<file path="src/rtl/cache_trace_gen.sv">
// cache_trace_gen: programmable address-trace source for the cache simulator.
// Optional TRACE_GEN_REPEAT_EN issues every generated address twice in a row.
module cache_trace_gen #(
    parameter int                ADDR_W    = 31,
    parameter int                LINE_SIZE = 16,
    parameter logic [ADDR_W-1:0] SEED      = 31'h0000_0010
) (
    input  logic              clk_41,
    input  logic              rst_41,
    input  logic              start_41,
    input  logic [1:0]        mode_41,
    input  logic [ADDR_W-1:0] base_41,
    input  logic [15:0]       stride_41,
    input  logic [ADDR_W-1:0] span_41,
    input  logic [ADDR_W-1:0] count_41,
    output logic [ADDR_W-1:0] addr_41,
    output logic              addr_valid_41,
    input  logic              addr_ready_41,
    output logic              busy_41,
    output logic              done_41,
    output logic [ADDR_W-1:0] issued_41
);

    typedef enum logic [1:0] {
        IDLE = 2'd0,
        RUN  = 2'd1,
        DONE = 2'd2
    } state_t;

    localparam logic [ADDR_W-1:0] LINE_MASK = ~(ADDR_W'(LINE_SIZE - 1));

    state_t            state;
    logic [1:0]        mode_r;
    logic [ADDR_W-1:0] base_r;
    logic [15:0]       stride_r;
    logic [ADDR_W-1:0] span_r;
    logic [ADDR_W-1:0] count_r;
    logic [ADDR_W-1:0] lfsr_r;
    logic [ADDR_W:0]   offset_r;

    logic [ADDR_W-1:0] stride_ext;
    logic [ADDR_W:0]   off_sum;
    logic [ADDR_W:0]   off_next;
    logic [ADDR_W-1:0] lfsr_next;
    logic [ADDR_W-1:0] addr_next;
    logic [ADDR_W-1:0] first_addr;
    logic [ADDR_W-1:0] issued_inc;
    logic              xfer;
    logic              last_xfer;
    logic              advance;

`ifdef TRACE_GEN_REPEAT_EN
    logic rep_r;

    // second copy of an address is the one that lets the generator advance
    always_comb begin
        advance = rep_r;
    end
`else
    // every transfer advances the generator
    always_comb begin
        advance = 1'b1;
    end
`endif

    // next-address generation from the latched trace parameters
    always_comb begin
        stride_ext = {{(ADDR_W - 16){1'b0}}, stride_r};
        off_sum    = offset_r + {{(ADDR_W + 1 - 16){1'b0}}, stride_r};
        off_next   = off_sum;
        if (span_r != '0 && off_sum >= {1'b0, span_r}) begin
            off_next = '0;
        end
        lfsr_next = {lfsr_r[ADDR_W-2:0],
                     lfsr_r[ADDR_W-1] ^ lfsr_r[ADDR_W-4]};
        unique case (mode_r)
            2'd1:    addr_next = base_r + off_next[ADDR_W-1:0];
            2'd2:    addr_next = base_r + (lfsr_next & LINE_MASK);
            default: addr_next = addr_41 + stride_ext;
        endcase
    end

    // first address of a trace, taken straight from the start inputs
    always_comb begin
        unique case (mode_41)
            2'd2:    first_addr = base_41 + (SEED & LINE_MASK);
            default: first_addr = base_41;
        endcase
    end

    // handshake bookkeeping
    always_comb begin
        xfer       = addr_valid_41 && addr_ready_41;
        issued_inc = issued_41 + 1'b1;
        last_xfer  = (issued_inc == count_r);
    end

    // trace FSM with registered outputs and generator state
    always_ff @(posedge clk_41) begin
        if (rst_41) begin
            state         <= IDLE;
            addr_41       <= '0;
            addr_valid_41 <= 1'b0;
            busy_41       <= 1'b0;
            done_41       <= 1'b0;
            issued_41     <= '0;
            lfsr_r        <= SEED;
            offset_r      <= '0;
            mode_r        <= '0;
            base_r        <= '0;
            stride_r      <= '0;
            span_r        <= '0;
            count_r       <= '0;
`ifdef TRACE_GEN_REPEAT_EN
            rep_r         <= 1'b0;
`endif
        end else begin
            done_41 <= 1'b0;
            unique case (state)
                IDLE: begin
                    if (start_41) begin
                        mode_r    <= mode_41;
                        base_r    <= base_41;
                        stride_r  <= stride_41;
                        span_r    <= span_41;
                        count_r   <= count_41;
                        issued_41 <= '0;
                        lfsr_r    <= SEED;
                        offset_r  <= '0;
`ifdef TRACE_GEN_REPEAT_EN
                        rep_r     <= 1'b0;
`endif
                        if (count_41 != '0) begin
                            addr_41       <= first_addr;
                            addr_valid_41 <= 1'b1;
                            busy_41       <= 1'b1;
                            state         <= RUN;
                        end else begin
                            done_41 <= 1'b1;
                            state   <= DONE;
                        end
                    end
                end
                RUN: begin
                    if (xfer) begin
                        issued_41 <= issued_inc;
`ifdef TRACE_GEN_REPEAT_EN
                        rep_r     <= ~rep_r;
`endif
                        if (last_xfer) begin
                            addr_valid_41 <= 1'b0;
                            busy_41       <= 1'b0;
                            done_41       <= 1'b1;
                            state         <= DONE;
                        end else if (advance) begin
                            addr_41  <= addr_next;
                            lfsr_r   <= lfsr_next;
                            offset_r <= off_next;
                        end
                    end
                end
                DONE: begin
                    state <= IDLE;
                end
                default: begin
                    state <= IDLE;
                end
            endcase
        end
    end

endmodule
</file>
<file path="config.mk">
export PLATFORM = sky130hd
export DESIGN_NAME = cache_trace_gen
export DESIGN_NICKNAME = d
export VERILOG_FILES = /design/src/rtl/cache_trace_gen.sv
export SDC_FILE = /design/constraint.sdc
export NUM_CORES = 1
export LEC_CHECK = 0
export ABC_AREA = 1
export CAP_MARGIN = 30
export CORE_UTILIZATION = 40
export CTS_BUF_LIST = sky130_fd_sc_hd__clkbuf_4 sky130_fd_sc_hd__clkbuf_8
export CTS_CLUSTER_SIZE = 12
export DETAILED_ROUTE_END_ITERATION = 10
export PLACE_DENSITY_LB_ADDON = 0.08
export SLEW_MARGIN = 10
export SYNTH_ARGS = -nofsm -noshare
export SYNTH_HDL_FRONTEND = slang
export SYNTH_SLANG_ARGS = --single-unit
</file>
<file path="constraint.sdc">
create_clock -name clk_41 -period 6.2 [get_ports clk_41]
set_input_delay 1.24 -clock clk_41 [delete_from_list [all_inputs] [get_ports clk_41]]
set_output_delay 1.24 -clock clk_41 [all_outputs]
set_load 0.01 [all_outputs]
</file>
Yosys cells after proc, flatten, opt, wreduce, memory -nomap -nowiden
Cells that the tools add are included.
{"block": "classes", "add_sub_neg": 6, "n_reduce_logical": 12, "n_mux": 34, "order_cmp": 1, "bitwise": 1, "eq_ne": 10}
{"operator": "$mux W31", "n": 10}
{"operator": "$pmux W31 S2", "n": 4}
{"operator": "$mux W32", "n": 4}
{"operator": "$pmux W32 S2", "n": 1}
{"operator": "$add A31 B31 Y31", "n": 2}
{"operator": "$reduce_bool A31 Y1", "n": 2}
{"operator": "$add A32 B16 Y32", "n": 1}
{"operator": "$ge A32 B31 Y1", "n": 1}
{"operator": "$add A31 B1 Y31 const B", "n": 1}
{"operator": "$add A31 B16 Y31", "n": 1}
{"operator": "$add A31 B5 Y31 const B", "n": 1}
{"operator": "$eq A31 B31 Y1", "n": 1}
{"operator": "$ne A2 B2 Y1 const B", "n": 5}
{"operator": "$reduce_and A5 Y1", "n": 2}
{"operator": "$mux W1", "n": 8}
{"operator": "$mux W2", "n": 4}
{"operator": "$reduce_and A3 Y1", "n": 2}
{"operator": "$eq A2 B1 Y1 const B", "n": 2}
{"operator": "$eq A2 B2 Y1 const B", "n": 2}
{"operator": "$pmux W1 S2", "n": 2}
{"operator": "$pmux W2 S2", "n": 1}
{"operator": "$reduce_and A4 Y1", "n": 1}
{"operator": "$logic_and A1 B1 Y1", "n": 2}
{"operator": "$logic_not A2 Y1", "n": 1}
{"operator": "3 further kinds", "n": 3}
{"block": "totals", "reg_bits": 240, "input_bits": 115, "elab_cells": 76}

Longest topological paths before layout
{"block": "logic_depth", "ltp_word": 9, "mapped_depth": 50, "ltp_nobuf": 46}

Worst setup path after synthesis
OpenSTA, ideal clock, no wires.
{"block": "synth_path", "kind": "register -> register", "startpoint": "register stride_r[0]", "endpoint": "register addr_41[20]", "synth_period_minus_slack_ns": 6.227, "setup_time_ns": 0.117, "t_arrival_ns": 6.111, "required_ns": 6.083, "slack_ns": -0.027, "n_path_buf": 4, "path_stages_with_launch": 48, "cell_sequence": "dfxtp_1 ha_1 inv_1 fa_1 inv_1 nand3_1 nand2_1 nand3_1 nand4_1 nand2_1 o211ai_1 nand2_1 nor2_1 and3_1 nand3_1 nor2_1 nand2_1 xnor2_1 [12 not listed] ha_1 inv_1 fa_1 o31ai_1 a21o_1 nand2_1 nand2_1 nand2_1 nand2_1 nand2_1 nand2_1 nand3b_1 nand2_1 nand2_1 nand3_1 nand3_1 nand2_1 a21oi_1"}
{"block": "synth_between", "elab_chain_len": 9, "word_cells_on_any_way": 10, "classes_between": "add/sub (3); order compare (1); mux (5); reduce/logical (1)"}
{"item": "start, declared", "line_no": "35", "source": "logic [15:0] stride_r;"}
{"item": "start signal, assigned", "line_no": "124", "source": "stride_r <= stride_41;"}
{"item": "$add A32 B16 Y32", "line_no": "69", "source": "off_sum = offset_r + {{(ADDR_W + 1 - 16){1'b0}}, stride_r};"}
{"item": "$ge A32 B31 Y1", "line_no": "71", "source": "if (span_r != '0 && off_sum >= {1'b0, span_r}) begin"}
{"item": "$logic_and A1 B1 Y1", "line_no": "71"}
{"item": "$mux W32", "line_no": "71"}
{"item": "$add A31 B31 Y31", "line_no": "77", "source": "2'd1: addr_next = base_r + off_next[ADDR_W-1:0];"}
{"item": "$pmux W31 S2 *", "line_no": "76", "source": "unique case (mode_r)"}
{"item": "$mux W31 *", "line_no": "150", "source": "if (last_xfer) begin"}
{"item": "$mux W31 *", "line_no": "145", "source": "if (xfer) begin"}
{"item": "$pmux W31 S2 *", "line_no": "119", "source": "unique case (state)"}
{"item": "end signal, assigned", "line_no": "134", "source": "addr_41 <= first_addr;"}
{"item": "end signal, assigned", "line_no": "156", "source": "addr_41 <= addr_next;"}
{"item": "end, declared", "line_no": "16", "source": "output logic [ADDR_W-1:0] addr_41,"}
Mark *: on every way between the ends. The rest lies on a longest branch, timed or not. The select of a mux whose other input is x is not followed.
A chain may end at the register's enable or synchronous reset.

Final worst setup path
{"block": "layout_path", "startpoint": "register stride_r[0]", "endpoint": "register addr_41[22]"}
The elaborated chain is that of the path after synthesis.

==> results.txt <==
----------------------------------------------------
[Timing]
  Max-slew headroom ... 33.6%
  Total count of hold-check failures in the final report ... 0
  Worst setup skew after layout ... 0.0367 ns
  Achievable frequency ... 169 MHz
  Measured slew at the worst slew-check pin ... ~0.99 ns
  Final Slew Violations ... 0
  Final Critical Period ... a little under 6 ns
  Final worst-path cycle share ... a little over nine tenths
  Fin Setup TNS ... 0 ns
  Setup Viol. Count Final ... 0

[Cells and area]
  Post-route insts no fill ... 3552
  Final net count ... ~3200
  Signed area change from the synthesized netlist to the final layout ... 21.9%
  Layout fillers ... 4476
  Fraction of layout instances using a drive strength above 1 ... approximately 8.8%
  Post-Route Utilization ... 49.6%
  Antenna Diode Count ... 0

[Die]
  Starting density of the core ... 40.7%
  Area of the core ... between 40000 and 50000 um^2
  Die height ... 211 um
  Top-Level Pins ... 180
  Die width ... 211 um
  Full die area ... 44700 um^2
  Std cell rows ... 76

[Placement]
  RePlAce Congestion ... 0.978
  Placed wire-length estimate ... 47300 um
  Count of buffers from port buffering ... 179
  Placed Instances ... 3460

[Logic synthesis]
  Unique cell type count in the Yosys netlist ... roughly 60
  Share of the yosys chip area belonging to registers ... a little over a quarter
  Top_reg_cell synth ... sky130_fd_sc_hd__dfxtp_1
  Syn Nets ... 2977
  Most common library cells after synthesis ... sky130_fd_sc_hd__nand2_1 (652), sky130_fd_sc_hd__a21oi_1 (329), sky130_fd_sc_hd__inv_1 (323)
  Cells after synthesis ... around 2800
  Syn Std Cell Area ... 17600 um^2
  Yosys warns ... 0
  Async S/R FF share, synth ... 0%
  Top cells by area in the synthesized netlist ... sky130_fd_sc_hd__dfxtp_1 (27%), sky130_fd_sc_hd__nand2_1 (14%), sky130_fd_sc_hd__a21oi_1 (9.4%)
  Synth Register Bits ... 240
  Mean Syn Cell Area ... 6.38 um^2
  Post-synth top area share ... between 20 and 30%
  Most frequent cell after synthesis ... sky130_fd_sc_hd__nand2_1
  Cell taking the most area after synthesis ... sky130_fd_sc_hd__dfxtp_1
  Number of enable-type register cells in the synthesized netlist ... 0

[Setup path]
  Crit Path Class ... register to register
  CP max stage cell ... sky130_fd_sc_hd__fa_2
  Cell type with the highest occurrence count on the critical path ... sky130_fd_sc_hd__nand2_1
  Sort of element at the start of the critical path ... register
  Arrival time at the worst endpoint ... 6.40 ns
  Largest driver fanout on the critical path ... 5
  Delay of the slowest critical-path stage ... between 0.3 and 0.4 ns
  Required @ worst endpoint ... between 6 and 7 ns
  Setup crit end kind ... register

[Clock network]
  Clock tree root driver cell ... sky130_fd_sc_hd__clkbuf_8
  Count of H-tree levels built during CTS ... 2
  Number of buffers created by CTS ... 47
  Post-CTS clock slew at the launch and capture registers of the worst setup and hold paths ... 0.06 ns
  Largest buffer count on any clock path ... 3
  Clock sink count ... 240
  Clock network latency to the later pin of the worst-skew pair ... 0.64 ns
  CTS tree ... built

[Power and ir drop]
  Largest vdd supply drop ... 178 uV
  Cell leakage power ... 9.42 nW
  Power density over the cells ... 244 nW/um^2

[GRT]
  Number of antenna violations at the first check in global routing ... 1
  First-pass GRT wire length ... around 99000 um
  Number of global-route vias before repair ... 17900
  Gr ovfl total ... 0
  All-Layer GR Usage ... 28.4%
  Maximum number of pins on one net before global-route repair ... 93

[Detailed routing]
  Wire length reported by the detailed router ... between 60000 and 70000 um
  Via-to-Cell Ratio ... around 5.3
  Post-route DRC ... 0
  Via Count ... 18800
  Drt wl/cell ... approximately 18 um
  Initial DRC count ... 1384
  Number of search-and-repair iterations in the first detailed-routing pass ... 6
  Post-DRT Antenna Nets ... 0

[Outcome]
  Run status ... complete, no violations

[Job]
  Max-cap check violation count ... 0

[Worst hold path]
  Kind of path behind the tightest hold check ... register to register

----------------------------------------------------
area by class of cell:
cell class                 count  area, um^2  share of cell area [%]
multi-input combinational   2079       11300                    52.9
clock inverter                15         180                   0.842
clock buffer                  68         848                    3.96
sequential                   240        4810                    22.5
timing repair buffer         235        2250                    10.5
tap                          585         732                    3.42
inverter                     330        1250                    5.84
layout by cell type (no fill, tap or decap), types with 6 or more instances in the layout:
cell type	n
sky130_fd_sc_hd__o22ai_1	6
sky130_fd_sc_hd__clkbuf_8	54
sky130_fd_sc_hd__inv_2	6
sky130_fd_sc_hd__o21ai_1	30
sky130_fd_sc_hd__nand3_1	168
sky130_fd_sc_hd__o21ai_0	198
sky130_fd_sc_hd__clkinv_2	9
sky130_fd_sc_hd__a21oi_1	322
sky130_fd_sc_hd__nor2_1	228
sky130_fd_sc_hd__clkdlybuf4s50_1	178
sky130_fd_sc_hd__nand3b_1	10
sky130_fd_sc_hd__dfxtp_1	238
sky130_fd_sc_hd__xor2_1	78
sky130_fd_sc_hd__inv_1	318
sky130_fd_sc_hd__nor3_1	39
sky130_fd_sc_hd__o211ai_1	13
sky130_fd_sc_hd__or2_2	14
sky130_fd_sc_hd__nor4_1	22
sky130_fd_sc_hd__a21o_1	6
sky130_fd_sc_hd__nand2_2	16
sky130_fd_sc_hd__clkbuf_4	14
sky130_fd_sc_hd__ha_1	103
sky130_fd_sc_hd__a21oi_2	7
sky130_fd_sc_hd__xnor2_1	19
sky130_fd_sc_hd__o21bai_1	7
sky130_fd_sc_hd__nor2_2	15
sky130_fd_sc_hd__nand4_1	47
sky130_fd_sc_hd__a31oi_1	7
sky130_fd_sc_hd__nand2_1	641
sky130_fd_sc_hd__buf_4	54
sky130_fd_sc_hd__nand3_2	11
repair_timing:
| item | in CTS | in global routing |
|---|---|---|
| hold buffers | 0 | 0 |
| endpoints found under the setup margin | 12 | 27 |
| cloned | 0 | 0 |
| buffers inserted | 1 | 7 |
| pin swaps | 2 | 22 |
| gates resized for setup | 3 | 62 |
path summary, 6_finish.rpt:
kind / to / from / slack [ns] / depth (start not counted)
setup / recovery: addr_41[22] / stride_r[0] / 0.29 / 42
hold / removal: lfsr_r[2] / lfsr_r[2] / 0.47 / 2
setup reg to reg: addr_41[22] / stride_r[0] / 0.29 / 42
hold reg to reg: lfsr_r[2] / lfsr_r[2] / 0.47 / 2
state kept, by name, summed over array words and instances (netlist names):
register   count
offset_r      32
addr_41       31
base_r        31
mode_r         2
count_r       31
stride_r      16
lfsr_r        31
busy_41        1
issued_41     31
done_41        1
state          2
span_r        31
worst max-delay path: cells and delay by family, from the launching register on:
kind | cells | cell delay (ns)
and+or+nand+nor | 25 | 2.57
adders and majority gates | 5 | 1.37
AOI/OAI and AO/OA | 6 | 0.88
xor gates and xnor gates | 1 | 0.20
DFF | 1 | 0.35
buffers and inverters | 5 | 0.38
per-layer routing:
metal,up-vias,share of wire (%),global-route usage [%]
met5,-,0,0
met4,0,3.0,9.75
met3,103,5.4,3.83
met2,520,47,48.1
met1,8656,45,36.8
li1,9487,-,-
through the flow:
step | power [mW] | setup slack [ns] | hold WS [ns] | area [um^2]
after floorplan | 2.80 | 0.00444 | 0.440 | 17600
after global placement | 3.37 | 0.153 | 0.448 | 20000
after detailed placement | 3.38 | -0.0155 | 0.457 | 20000
after CTS | 5.22 | 0.0253 | 0.466 | 21100
after global routing | 5.52 | -0.0588 | 0.489 | 21400
final | 5.22 | 0.293 | 0.466 | 21400
logic make-up after synthesis:
family,count (synthesis),synth area share (%)
and+or+nand+nor,1244,31.0
AOI/OAI and AO/OA,623,18.7
buffers and inverters,431,9.75
DFF,240,27.4
adders and majority gates,112,8.15
xor gates and xnor gates,100,4.99
power by group:
group / leakage (nW) / total, mW / internal, mW / switching [mW]
logic: 6.91 / 1.59 / 0.578 / 1.01
clock network: 0.545 / 1.82 / 1.04 / 0.775
registers: 1.97 / 1.82 / 1.68 / 0.139
Note: power is estimated with default switching activity, not from simulation.
==> RTL change 1: new RTL, same flow settings <==
Re-encode `state_t` (3 states) as one-hot, 3 bits wide.
--- a/src/rtl/cache_trace_gen.sv
+++ b/src/rtl/cache_trace_gen.sv
@@ -21,10 +21,10 @@
     output logic [ADDR_W-1:0] issued_41
 );
 
-    typedef enum logic [1:0] {
-        IDLE = 2'd0,
-        RUN  = 2'd1,
-        DONE = 2'd2
+    typedef enum logic [2:0] {
+        IDLE = 3'b001,
+        RUN  = 3'b010,
+        DONE = 3'b100
     } state_t;
 
     localparam logic [ADDR_W-1:0] LINE_MASK = ~(ADDR_W'(LINE_SIZE - 1));
Behaviour: same outputs for any inputs over 4 cycles, from zero or initial values and one cycle with rst_41 high; so few cycles prove little.
==> RTL change 1 against the unedited design <==
Sequential share of layout area increased by 0.42 points; synthesized area decreased by 1.8%; design area decreased by 1.3%; fmax decreased by 4.2%; routed wire length decreased by 8.1%; sequential cell count increased by 1; worst setup slack got worse by 0.26 ns; total power increased by 34%; largest power group is now combinational cells; highest routed layer unchanged.
==> RTL change 1: results <==
[run_status]
result_of_the_run = complete, no violations

[finish]
share_of_post_route_cells_with_drive_strength_above_1_pct = 9.66
postLayoutCellArea_sq_um = 21100
multi_input_area_share_pct = 53.1
layout.buffer.nonclock.area_share_pct = 11.1
multi_input_gates = 2043
non_clock_inverter_count = 307
nNetsFinal = 3114
num-fill-cells = 4356
clockBufferCount = 63
clock_cell_area_share_pct = 4.21
nonClockBufferCount = 247

[placement]
gp_congestion = 0.931
detailedPlacementHpwl_um = 43500
placedInstanceArea_sq_um = 19700
place.detailed.instances = 3369
post-place-ws_ns = -0.0668

[power]
swShare_pct = 44.5
vdd_drop_max_mv = 0.253
power_clock_uw = 1610
pwr-share-seq_pct = 31.5
seq-power_uw = 2200
static-leakage-power_uw = 0.00931

[route]
detail_route.iter0.violations = 1102
detail_route.wirelength.met1_um = 26900
detailroute.via_count = 18200
met2WireLength_um = 25600
wl_um = 58300
vias_per_cell = 5.28
met3_wirelength_um = 4310

[synthesis]
yosysSeqAreaShare_pct = 28.0
synth_xor_area_share_pct = 5.03
postSynthCellCount = 2690
compound_cell_area_share_of_the_yosys_netlist_pct = 19.7
proportion_of_synthesized_area_in_mux_cells_pct = 0
adder_and_majority_cell_fraction_of_the_synthesized_area_pct = 8.30
netlist-cell-type-count = 58
synth_nets = 2917
yosys-top-cells-count = sky130_fd_sc_hd__nand2_1, sky130_fd_sc_hd__a21oi_1, sky130_fd_sc_hd__inv_1
netlist_top_cells_area = sky130_fd_sc_hd__dfxtp_1, sky130_fd_sc_hd__nand2_1, sky130_fd_sc_hd__a21oi_1

[global_routing]
grt_use_met2_pct = 41.5
wire_length_of_the_first_global_routing_pass_um = 92700
use_met1_pct = 35.5
grt_start_max_net_pins = 101
first_global_vias = 17600
met3_layer_usage_reported_by_global_route_pct = 5.78

[sta]
remaining_max_slew_budget_at_the_tightest_pin_pct = 39.2
finalHoldViolations = 0
[RTL change 1: kinds of logic after synthesis]
family / after synthesis
flops: 241
compound gates: 638
buf+inv: 406
simple gates: 1194
fa+ha+maj: 112
xor+xnor: 99
[RTL change 1: worst paths after layout]
path | start | endpoint | slack, ns | cells after the start
worst max-delay path | offset_r[0] | addr_41[29] | 0.04 | 46
worst min-delay path | lfsr_r[0] | lfsr_r[0] | 0.46 | 2
worst max register to register | offset_r[0] | addr_41[29] | 0.04 | 46
worst min register to register | lfsr_r[0] | lfsr_r[0] | 0.46 | 2
[RTL change 1: worst max-delay path, delay by kind of cell (launching register included)]
kind                       cells  cell delay (ns)
AOI/OAI and AO/OA              6             0.96
xor gates and xnor gates       1             0.24
adders and majority gates      4             1.05
buffers and inverters          7             0.65
DFF                            1             0.36
and+or+nand+nor               28             2.85
[RTL change 1: timing repair]
action / CTS / global route
endpoints found under the setup margin: 12 / 26
gates resized for setup: 4 / 100
pin swaps: 0 / 44
setup buffers: 0 / 7
==> RTL change 2: new RTL, config.mk and constraints unchanged <==
Without the edit above. Set the parameter `ADDR_W` to 39 (it was 31).
--- a/src/rtl/cache_trace_gen.sv
+++ b/src/rtl/cache_trace_gen.sv
@@ -1,7 +1,7 @@
 // cache_trace_gen: programmable address-trace source for the cache simulator.
 // Optional TRACE_GEN_REPEAT_EN issues every generated address twice in a row.
 module cache_trace_gen #(
-    parameter int                ADDR_W    = 31,
+    parameter int                ADDR_W    = 39,
     parameter int                LINE_SIZE = 16,
     parameter logic [ADDR_W-1:0] SEED      = 31'h0000_0010
 ) (
Ports: changed (5 resized); port bits go from 180 to 220. The function was not compared with the original's and may differ.
==> RTL change 2 against the unedited design <==
Fmax down 4.2%; worst setup slack lost 0.26 ns; routed wire length is 50% higher; synthesized area rose by 25%; clock skew is 0.0084 ns lower; critical path type unchanged; design area rose by 39%; sequential cell count rose by 56.
Power is not compared: it rests on default switching activity, and its combinational part moved more than twofold at a synthesized area within 25%.
==> RTL change 2: results <==
[synthesis]
synthFlopType = sky130_fd_sc_hd__dfxtp_1
yosys-top-cells-count = sky130_fd_sc_hd__nand2_1, sky130_fd_sc_hd__a21oi_1, sky130_fd_sc_hd__inv_1
yosysSeqAreaShare_pct = 27.1
netlist-cell-type-count = 56
synth_nets = 3760
netlist_top_cells_area = sky130_fd_sc_hd__dfxtp_1, sky130_fd_sc_hd__nand2_1, sky130_fd_sc_hd__a21oi_1
number_of_synthesis_warnings = 0
synth-async-reset-ratio_pct = 0

[global_routing]
groute.usage.overall_pct = 33.0
use_met1_pct = 45.7
wire_length_of_the_first_global_routing_pass_um = 142000
first_global_vias = 24200
antenna_violations_before_repair = 1
met3_layer_usage_reported_by_global_route_pct = 4.45
grt_use_met2_pct = 52.8
grt_start_max_net_pins = 139

[min_path]
hold_path_class = flop to flop

[finish]
insertedDiodeCount = 0
top_register = offset_r
nNetsFinal = 4260
flip_flop_count_of_the_largest_register_all_copies_and_words_added = 40
num-fill-cells = 5437
share_of_post_route_cells_with_drive_strength_above_1_pct = 19.6

[power]
static-leakage-power_uw = 0.0131
vdd_drop_max_mv = 0.250

[worst_setup_path]
critPathMaxStageDelay_ns = 0.32
critPathSlowestCell = sky130_fd_sc_hd__dfxtp_1
critPathMaxFanout = 6
worst_setup_path_endpoint = addr_41[37]
setup.worst_path.start = offset_r[4]
ff2ff_setup_slack_ns = 0.04
cp_data_arrival_time_ns = 6.75
worst-r2r-cell-count = 51

[clocking]
cts_inserted_buffers = 56
cts_root_buffer = sky130_fd_sc_hd__clkbuf_8
worst_setup_hold_path_clk_slew_ns = 0.07
clk_latency_ns = 0.67
cts_htree_levels = 2
cts_max_path_buffers = 3

[placement]
gp_congestion = 0.978
detailedPlacementHpwl_um = 73900
port-buffer-count = 219

[route]
wl_um = 95200
first_pass_iters = 6
vias_per_cell = 5.44
detail_route.iter0.violations = 1911

[sta]
fin_worst_skew_ns = 0.0282
worst_pin_slew_ns = 1.03

[run_status]
result_of_the_run = complete, no violations
## RTL change 2: layout make-up
type | count | area (sq um) | share of cell area, %
Multi-Input combinational cell | 2645 | 15300 | 51.3
Inverter | 418 | 1590 | 5.31
Clock inverter | 10 | 66.3 | 0.222
Timing Repair Buffer | 566 | 4950 | 16.6
Sequential cell | 296 | 5930 | 19.9
Clock buffer | 89 | 1140 | 3.81
Tap cell | 696 | 871 | 2.92
## RTL change 2: routing by layer
layer,wire (um),part of all wire (%)
met5,13,0.014
met4,3100,3.3
met3,6440,6.8
met2,42400,45
met1,43200,45
## RTL change 2: through the flow
stage	hold WS (ns)	cell area [sq um]	total power, uW	instances	worst slack, ns
finish	0.461	29800	7880	4720	0.0360
global route	0.478	29800	8300	4720	-0.399
CTS	0.462	28600	7690	4691	-0.0185
detailed placement	0.453	26800	5530	4576	-0.653
global placement	0.453	26700	5500	4575	-0.608
floorplan	0.420	21900	4140	3483	0.0682
## RTL change 2: cell families after synthesis
| kind of cell | Yosys count | share of synthesized area (%) |
|---|---|---|
| XOR/XNOR | 124 | 4.99 |
| AND/OR/NAND/NOR | 1518 | 29.3 |
| buffers and inverters | 542 | 9.74 |
| flip-flops | 296 | 27.1 |
| AO/OA/AOI/OAI | 865 | 20.9 |
| adder cells (fa/ha/maj) | 138 | 8.02 |
## RTL change 2: critical path: cells and delay by family (launching register included)
| family | cells | cell delay, ns |
|---|---|---|
| compound gates | 10 | 1.29 |
| xor+xnor | 1 | 0.28 |
| flops | 1 | 0.32 |
| fa+ha+maj | 3 | 0.82 |
| simple gates | 29 | 2.39 |
| buf+inv | 8 | 0.95 |
## RTL change 2: what timing repair did
item	in CTS	in global routing
hold endpoints to repair	0	0
endpoints found under the setup margin	36	36
resized for setup	118	279
buffers inserted	15	31
pin swaps	41	101
hold buffers	0	0
cloned	1	1
## RTL change 2: worst min path at each step
stage / startpoint / to / slack, ns / depth (start not counted)
global route: offset_r[38] / offset_r[38] / 0.48 / 2
detailed placement: lfsr_r[0] / lfsr_r[0] / 0.45 / 2
CTS: lfsr_r[0] / lfsr_r[0] / 0.46 / 2
floorplan: state[1] / done_41 / 0.42 / 1
global placement: lfsr_r[2] / lfsr_r[2] / 0.45 / 2
finish: lfsr_r[1] / lfsr_r[1] / 0.46 / 2
## RTL change 2: power breakdown
group | switching [uW] | internal [uW]
clock | 924 | 1160
combinational | 2100 | 1270
sequential | 274 | 2150
total | 3290 | 4580
